### src/rtl/snn_eval_sequencer.sv
`default_nettype none
// ============================================================================
// Module   : snn_eval_sequencer
// Purpose  : Steps through NUM_SAMPLES stored vectors, applies each one to an
//            SNN core, scores the one-hot class result, and counts pass,
//            total and timeout. The optional confusion matrix is built when
//            SNN_EVAL_CONFUSION_EN is defined.
// Revision : 1.0 - initial release
// ============================================================================
module snn_eval_sequencer #(
   parameter int NUM_FEATURES = 4,
   parameter int FEAT_W       = 8,
   parameter int NUM_CLASSES  = 3,
   parameter int NUM_SAMPLES  = 15,
   parameter int TIMEOUT_CYC  = 4096,
   parameter int GAP_CYC      = 10,
   localparam int CLS_W  = (NUM_CLASSES > 1) ? $clog2(NUM_CLASSES) : 1,
   localparam int ADDR_W = (NUM_SAMPLES > 1) ? $clog2(NUM_SAMPLES) : 1,
   localparam int CNT_W  = $clog2(NUM_SAMPLES + 1),
   localparam int FV_W   = NUM_FEATURES * FEAT_W
) (
   input  logic                   clk,
   input  logic                   reset,
   input  logic                   start,
   output logic [ADDR_W-1:0]      rom_addr,
   input  logic [FV_W+CLS_W-1:0]  rom_data,
   output logic [FV_W-1:0]        feat_out,
   input  logic [NUM_CLASSES-1:0] core_class,
   input  logic                   core_valid,
   output logic                   busy,
   output logic                   done,
   output logic                   sample_pass,
   output logic                   sample_fail,
   output logic [CNT_W-1:0]       correct_cnt,
   output logic [CNT_W-1:0]       total_cnt,
   output logic [CNT_W-1:0]       timeout_cnt
`ifdef SNN_EVAL_CONFUSION_EN
   ,
   input  logic [CLS_W-1:0]       conf_row,
   input  logic [CLS_W:0]         conf_col,
   output logic [CNT_W-1:0]       conf_cnt
`endif
);

   localparam int c_TMR_MAX = (TIMEOUT_CYC > GAP_CYC) ? TIMEOUT_CYC : GAP_CYC;
   localparam int c_TMR_W   = $clog2(c_TMR_MAX + 1);
   localparam logic [c_TMR_W-1:0] c_TO_LAST  = c_TMR_W'(TIMEOUT_CYC - 1);
   localparam logic [c_TMR_W-1:0] c_GAP_LAST = c_TMR_W'((GAP_CYC > 0) ? GAP_CYC - 1 : 0);
   localparam logic [CNT_W-1:0]   c_CNT_MAX  = CNT_W'(NUM_SAMPLES);

   typedef enum logic [2:0] {
      S_IDLE, S_FETCH, S_LOAD, S_WAIT, S_CHECK, S_GAP, S_FIN
   } state_t;

   state_t                 r_state, w_next;
   logic [c_TMR_W-1:0]     r_tmr;
   logic [CLS_W-1:0]       r_exp_idx;
   logic                   r_valid_q;
   logic                   w_edge, w_expired, w_score, w_gap_last, w_last;
   logic                   w_advance, w_idx_ok, w_pass;
   logic [NUM_CLASSES-1:0] w_exp_oh;

   assign w_edge     = core_valid & ~r_valid_q;
   assign w_expired  = (r_tmr == c_TO_LAST);
   assign w_score    = w_edge | w_expired;
   assign w_gap_last = (r_tmr == c_GAP_LAST);
   assign w_last     = (rom_addr == ADDR_W'(NUM_SAMPLES - 1));
   assign w_idx_ok   = ({1'b0, r_exp_idx} < (CLS_W+1)'(NUM_CLASSES));

   always_comb begin
      w_exp_oh = '0;
      for (int i = 0; i < NUM_CLASSES; i++)
         w_exp_oh[i] = (r_exp_idx == CLS_W'(i));
   end

   // A timed-out sample never passes; an edge on the expiry cycle is a real result.
   assign w_pass = w_edge & w_idx_ok & (core_class == w_exp_oh);

   always_ff @(posedge clk or posedge reset) begin
      if (reset) r_state <= S_IDLE;
      else       r_state <= w_next;
   end

   always_comb begin
      w_next    = r_state;
      w_advance = 1'b0;
      case (r_state)
         S_IDLE:  if (start) w_next = S_FETCH;
         S_FETCH: w_next = S_LOAD;
         S_LOAD:  w_next = S_WAIT;
         S_WAIT:  if (w_score) w_next = S_CHECK;
         S_CHECK: if (GAP_CYC == 0) w_advance = 1'b1;
                  else              w_next    = S_GAP;
         S_GAP:   if (w_gap_last) w_advance = 1'b1;
         S_FIN:   w_next = S_IDLE;
         default: w_next = S_IDLE;
      endcase
      if (w_advance) w_next = w_last ? S_FIN : S_FETCH;
   end

   always_ff @(posedge clk or posedge reset) begin
      if (reset) begin
         rom_addr    <= '0;
         feat_out    <= '0;
         busy        <= 1'b0;
         done        <= 1'b0;
         sample_pass <= 1'b0;
         sample_fail <= 1'b0;
         correct_cnt <= '0;
         total_cnt   <= '0;
         timeout_cnt <= '0;
         r_tmr       <= '0;
         r_exp_idx   <= '0;
         r_valid_q   <= 1'b0;
      end else begin
         r_valid_q   <= core_valid;
         sample_pass <= 1'b0;
         sample_fail <= 1'b0;
         case (r_state)
            S_IDLE: if (start) begin
               correct_cnt <= '0;
               total_cnt   <= '0;
               timeout_cnt <= '0;
               done        <= 1'b0;
               busy        <= 1'b1;
               rom_addr    <= '0;
            end
            S_LOAD: begin
               feat_out  <= rom_data[FV_W-1:0];
               r_exp_idx <= rom_data[FV_W +: CLS_W];
               r_tmr     <= '0;
            end
            S_WAIT: if (w_score) begin
               // Score lands with the CHECK cycle so strobes and counters align.
               sample_pass <= w_pass;
               sample_fail <= ~w_pass;
               r_tmr       <= '0;
               if (total_cnt != c_CNT_MAX) total_cnt <= total_cnt + CNT_W'(1);
               if (w_pass && correct_cnt != c_CNT_MAX)
                  correct_cnt <= correct_cnt + CNT_W'(1);
               if (!w_edge && timeout_cnt != c_CNT_MAX)
                  timeout_cnt <= timeout_cnt + CNT_W'(1);
            end else begin
               r_tmr <= r_tmr + c_TMR_W'(1);
            end
            S_GAP:   r_tmr <= r_tmr + c_TMR_W'(1);
            default: ;
         endcase
         if (w_advance) begin
            if (w_last) begin
               busy <= 1'b0;
               done <= 1'b1;
            end else begin
               rom_addr <= rom_addr + ADDR_W'(1);
            end
         end
      end
   end

`ifdef SNN_EVAL_CONFUSION_EN
   logic [CNT_W-1:0] r_conf [NUM_CLASSES][NUM_CLASSES+1];
   logic [CLS_W:0]   w_col;
   logic [CNT_W-1:0] w_conf_rd;

   // Column NUM_CLASSES collects timeouts, zero and multi-hot results.
   always_comb begin
      w_col = (CLS_W+1)'(NUM_CLASSES);
      for (int i = 0; i < NUM_CLASSES; i++)
         if (w_edge && core_class == (NUM_CLASSES'(1) << i)) w_col = (CLS_W+1)'(i);
   end

   always_comb begin
      w_conf_rd = '0;
      for (int r = 0; r < NUM_CLASSES; r++)
         for (int c = 0; c <= NUM_CLASSES; c++)
            if (conf_row == CLS_W'(r) && conf_col == (CLS_W+1)'(c)) w_conf_rd = r_conf[r][c];
   end

   always_ff @(posedge clk or posedge reset) begin
      if (reset) begin
         for (int r = 0; r < NUM_CLASSES; r++)
            for (int c = 0; c <= NUM_CLASSES; c++)
               r_conf[r][c] <= '0;
         conf_cnt <= '0;
      end else begin
         conf_cnt <= w_conf_rd;
         for (int r = 0; r < NUM_CLASSES; r++)
            for (int c = 0; c <= NUM_CLASSES; c++) begin
               if (r_state == S_IDLE && start)
                  r_conf[r][c] <= '0;
               else if (r_state == S_WAIT && w_score && w_idx_ok &&
                        r_exp_idx == CLS_W'(r) && w_col == (CLS_W+1)'(c) &&
                        r_conf[r][c] != c_CNT_MAX)
                  r_conf[r][c] <= r_conf[r][c] + CNT_W'(1);
            end
      end
   end
`endif

endmodule
`default_nettype wire

### config.mk
export PLATFORM = sky130hd
export DESIGN_NAME = snn_eval_sequencer
export DESIGN_NICKNAME = d
export VERILOG_FILES = /design/src/rtl/snn_eval_sequencer.sv
export SDC_FILE = /design/constraint.sdc
export NUM_CORES = 1
export LEC_CHECK = 0
export ABC_CLOCK_PERIOD_IN_PS = 3500
export BUFFER_PORTS_ARGS = -buffer_cell sky130_fd_sc_hd__buf_2
export CAP_MARGIN = 40
export CORE_MARGIN = 2
export CORE_UTILIZATION = 45
export DETAILED_ROUTE_END_ITERATION = 8
export HOLD_SLACK_MARGIN = 0.03
export MAX_ROUTING_LAYER = met4
export PLACE_DENSITY_LB_ADDON = 0.3
export SYNTH_ARGS = -nofsm -noshare
export SYNTH_HDL_FRONTEND = slang
export SYNTH_SLANG_ARGS = --single-unit
export TNS_END_PERCENT = 1
### constraint.sdc
create_clock -name clk -period 3.5 [get_ports clk]
set_clock_uncertainty 0.15 [all_clocks]
set_input_delay 0.35 -clock clk [delete_from_list [all_inputs] [get_ports clk]]
set_output_delay 0.35 -clock clk [all_outputs]
set_load 0.01 [all_outputs]
==> metrics.md <==
| Metric | Value |
|---|---|
| P_leak | 0.001914 uW |
| Filler Cell Count | around 600 |
| Sink Count | slightly above 70 |
| DR WL/cell | around 14 um |
| Max cap viols | 0 |
| Clock root cell | clkbuf_8 |
| Most common cell in the netlist | dfrtp_1 |
| Dpl hpwl | 5.248 mm |
| Syn. warnings | 0 |
| Maximum number of pins on one net before global-route repair | 51 |
| Syn_nets | 342 |
| WL final | ~7 mm |
| Remaining DRCs | 0 |
| Multi-input gate area | between 0.0015 and 0.002 mm2 |
| Slew Viols, Final | 0 |
| Post-synth EDFFs | 0 |
| Clk buf depth | 2 |
| Final setup fails | 0 |
| CTS H-Tree Depth | 3 |
| I/O Pins | just over 90 |
| Layout cells sized above 1 | approximately 39% |
| Final net count | around 440 |
| Antenna cells | 0 |
| Crit Path Max Fanout | 16 |
| Die Ht | 90.61 um |
| Antenna Nets Post-Route | 0 |
| Clk_lat worst skew | ~340 ps |
| Top-area cell type share of the netlist area | 52.63% |
| Area Overhead vs Synth | 24.87% |
| Setup Buffers After CTS | 0 |
| Post-synth ARST share | 100.0% |
| Register area | approximately 0.0018 mm2 |
| Hold Slack | around 78 ps |
| Primary FF master, synth | dfrtp_1 |
| Number of DRC markers in iteration 0 | 81 |
| Power Total | around 3400 uW |
| Critical path arrival | ~2400 ps |
| Core Box Area | about 0.0073 mm2 |
| Status | finished, final reports clean |
| Final WS setup | between 1000 and 1500 ps |
| CP endpoint kind | register |
| Num CTS Buffers | 9 |
| Final hold viol count | 0 |
| Yosys reg bits | approximately 70 |
| Die area | just over 0.008 mm2 |
| CP Class | register to register |
| Cell Area, Synth | ~0.0034 mm2 |
| Initial core utilization | between 40% and 50% |
| First drt pass iteration count | 4 |
| Fraction of the yosys area taken by sequential cells | 52.63% |
| Top post-synthesis cells by count | 71 x dfrtp_1, 31 x mux2_2, 24 x nor2_1 |
| Vias per cell | approximately 5.3 |
| Routed via count | ~2700 |
| Die width | approximately 91 um |
| Synth cell types | 56 |
| WP data required | 3630 ps |
| Tmin final | ~2200 ps |
| Routability congestion estimate | ~0.83 |
| Global-route wire length before repair | between 10 and 15 mm |
| RSZ-0062 raised after global routing | no |
| Remaining Overflow, GRT | 0 |
| Pwr Density | 802.0 mW/mm2 |
| CP Launch Type | register |
| CTS tree | yes |
| Setup TNS | 0 ps |
| Clk slew on worst S/H paths | 80 ps |
| Maximum vdd ir drop | roughly 460 uV |
| Leading area contributor after synthesis | dfrtp_1 |
| Initial antenna violation count | 0 |
| Syn Area/Cell | 11.48 um2 |
| GRT Overall Usage | between 10% and 20% |
| Crit share post-route | 63.78% |
| Slew margin rel. | 59.81% |
| Worst slack at placement | 1304 ps |
| Top cells by area, synth | dfrtp_1 53%, mux2_2 10%, nor2_1 2.7%, ha_1 2.6%, nand2_1 2.1% |
| Num rows | 31 |
| Vias in the first global route | between 2000 and 2500 |
| Slew @ Worst Pin | about 600 ps |
| Worst min-delay path category | input port to register |
| I/O Buffers | 92 |
| Cells after Synth | roughly 290 |
| Max Clock Freq | about 450 MHz |
==> power breakdown <==
| group | internal [uW] | switching (uW) | total [uW] |
|---|---|---|---|
| registers | 1110 | 260 | 1370 |
| logic | 617 | 654 | 1270 |
| clock network | 424 | 311 | 735 |
==> placed cells by master (no fill, tap or decap), drive strengths merged, types with 2 or more instances in the layout <==
| master | instances |
|---|---|
| a211oi | 2 |
| a21oi | 11 |
| a311oi | 2 |
| a31oi | 3 |
| and2 | 2 |
| and3 | 2 |
| buf | 96 |
| bufinv | 2 |
| clkbuf | 10 |
| clkinv | 3 |
| dfrtp | 71 |
| dlygate4sd3 | 2 |
| ha | 7 |
| inv | 5 |
| mux2 | 35 |
| mux2i | 5 |
| nand2 | 19 |
| nand2b | 5 |
| nand3 | 12 |
| nand3b | 4 |
| nand4 | 6 |
| nand4b | 2 |
| nor2 | 25 |
| nor2b | 2 |
| nor3 | 9 |
| nor4 | 3 |
| nor4b | 2 |
| o2111ai | 2 |
| o211ai | 6 |
| o21ai | 13 |
| o22ai | 2 |
| o31ai | 4 |
| or3 | 2 |
| xnor2 | 6 |
| xor2 | 3 |
==> cell families after synthesis <==
| family | Yosys count | synth area share (%) |
|---|---|---|
| xor gates and xnor gates | 9 | 2.335 |
| muxes | 40 | 13.16 |
| buffers and inverters | 14 | 2.001 |
| adders and majority gates | 7 | 2.594 |
| and+or+nand+nor | 103 | 16.35 |
| DFF | 71 | 52.63 |
| AOI/OAI and AO/OA | 50 | 10.93 |
==> sequential cells by signal, summed over array words and instances, names as in the netlist, 2 cells and up <==
register and flops:
feat_out 32, r_tmr 13, correct_cnt 4, rom_addr 4, timeout_cnt 4, total_cnt 4, r_state 3, r_exp_idx 2
==> timing repair <==
action | CTS | global route
gates resized for setup | 0 | 0
endpoints found under the hold margin | 22 | 0
hold buffers | 2 | 0
==> critical path, stage by stage, from the launching register on <==
cell,delay (ps)
dfrtp_1,730
nand3b_1,130
buf_4,210
a311oi_1,340
nor4b_1,380
mux2_2,220
==> routing by layer <==
layer / vias to the layer above / global-route usage (%) / share of wire, %
li1: 1293 / - / -
met1: 1258 / 26.08 / 47
met2: 101 / 27.80 / 44
met3: 9 / 6.260 / 7.7
met4: 0 / 5.000 / 0.98
met5: - / - / 0
==> metrics by stage <==
stage	instance area, um2	instances	util, %
after floorplan	3376	294	-
after global placement	3936	479	54.27
after detailed placement	3964	480	54.65
after CTS	4215	498	58.12
after global routing	4215	498	58.12
final	4215	498	58.12
==> cell type report <==
| class | instances | share of cell area, % |
|---|---|---|
| clock buffer | 10 | 3.265 |
| clock inverter | 6 | 2.226 |
| inverter | 5 | 0.4452 |
| multi-input combinational | 209 | 36.39 |
| sequential | 71 | 42.15 |
| tap | 99 | 2.939 |
| timing repair buffer | 98 | 12.59 |
==> worst paths after layout <==
| path | from | end | slack, ps | cells past startpoint |
|---|---|---|---|---|
| min reg2reg | feat_out[21] | feat_out[21] | 330 | 1 |
| min in group asynchronous | reset | feat_out[27] | 440 | 4 |
| max | r_state[0] | timeout_cnt[0] | 1270 | 5 |
| min | rom_data[1] | feat_out[1] | 80 | 2 |
| max reg2reg | r_state[0] | timeout_cnt[0] | 1270 | 5 |
| max in group asynchronous | reset | timeout_cnt[2] | 2230 | 5 |
No activity file was read; power rests on OpenSTA's default activity.
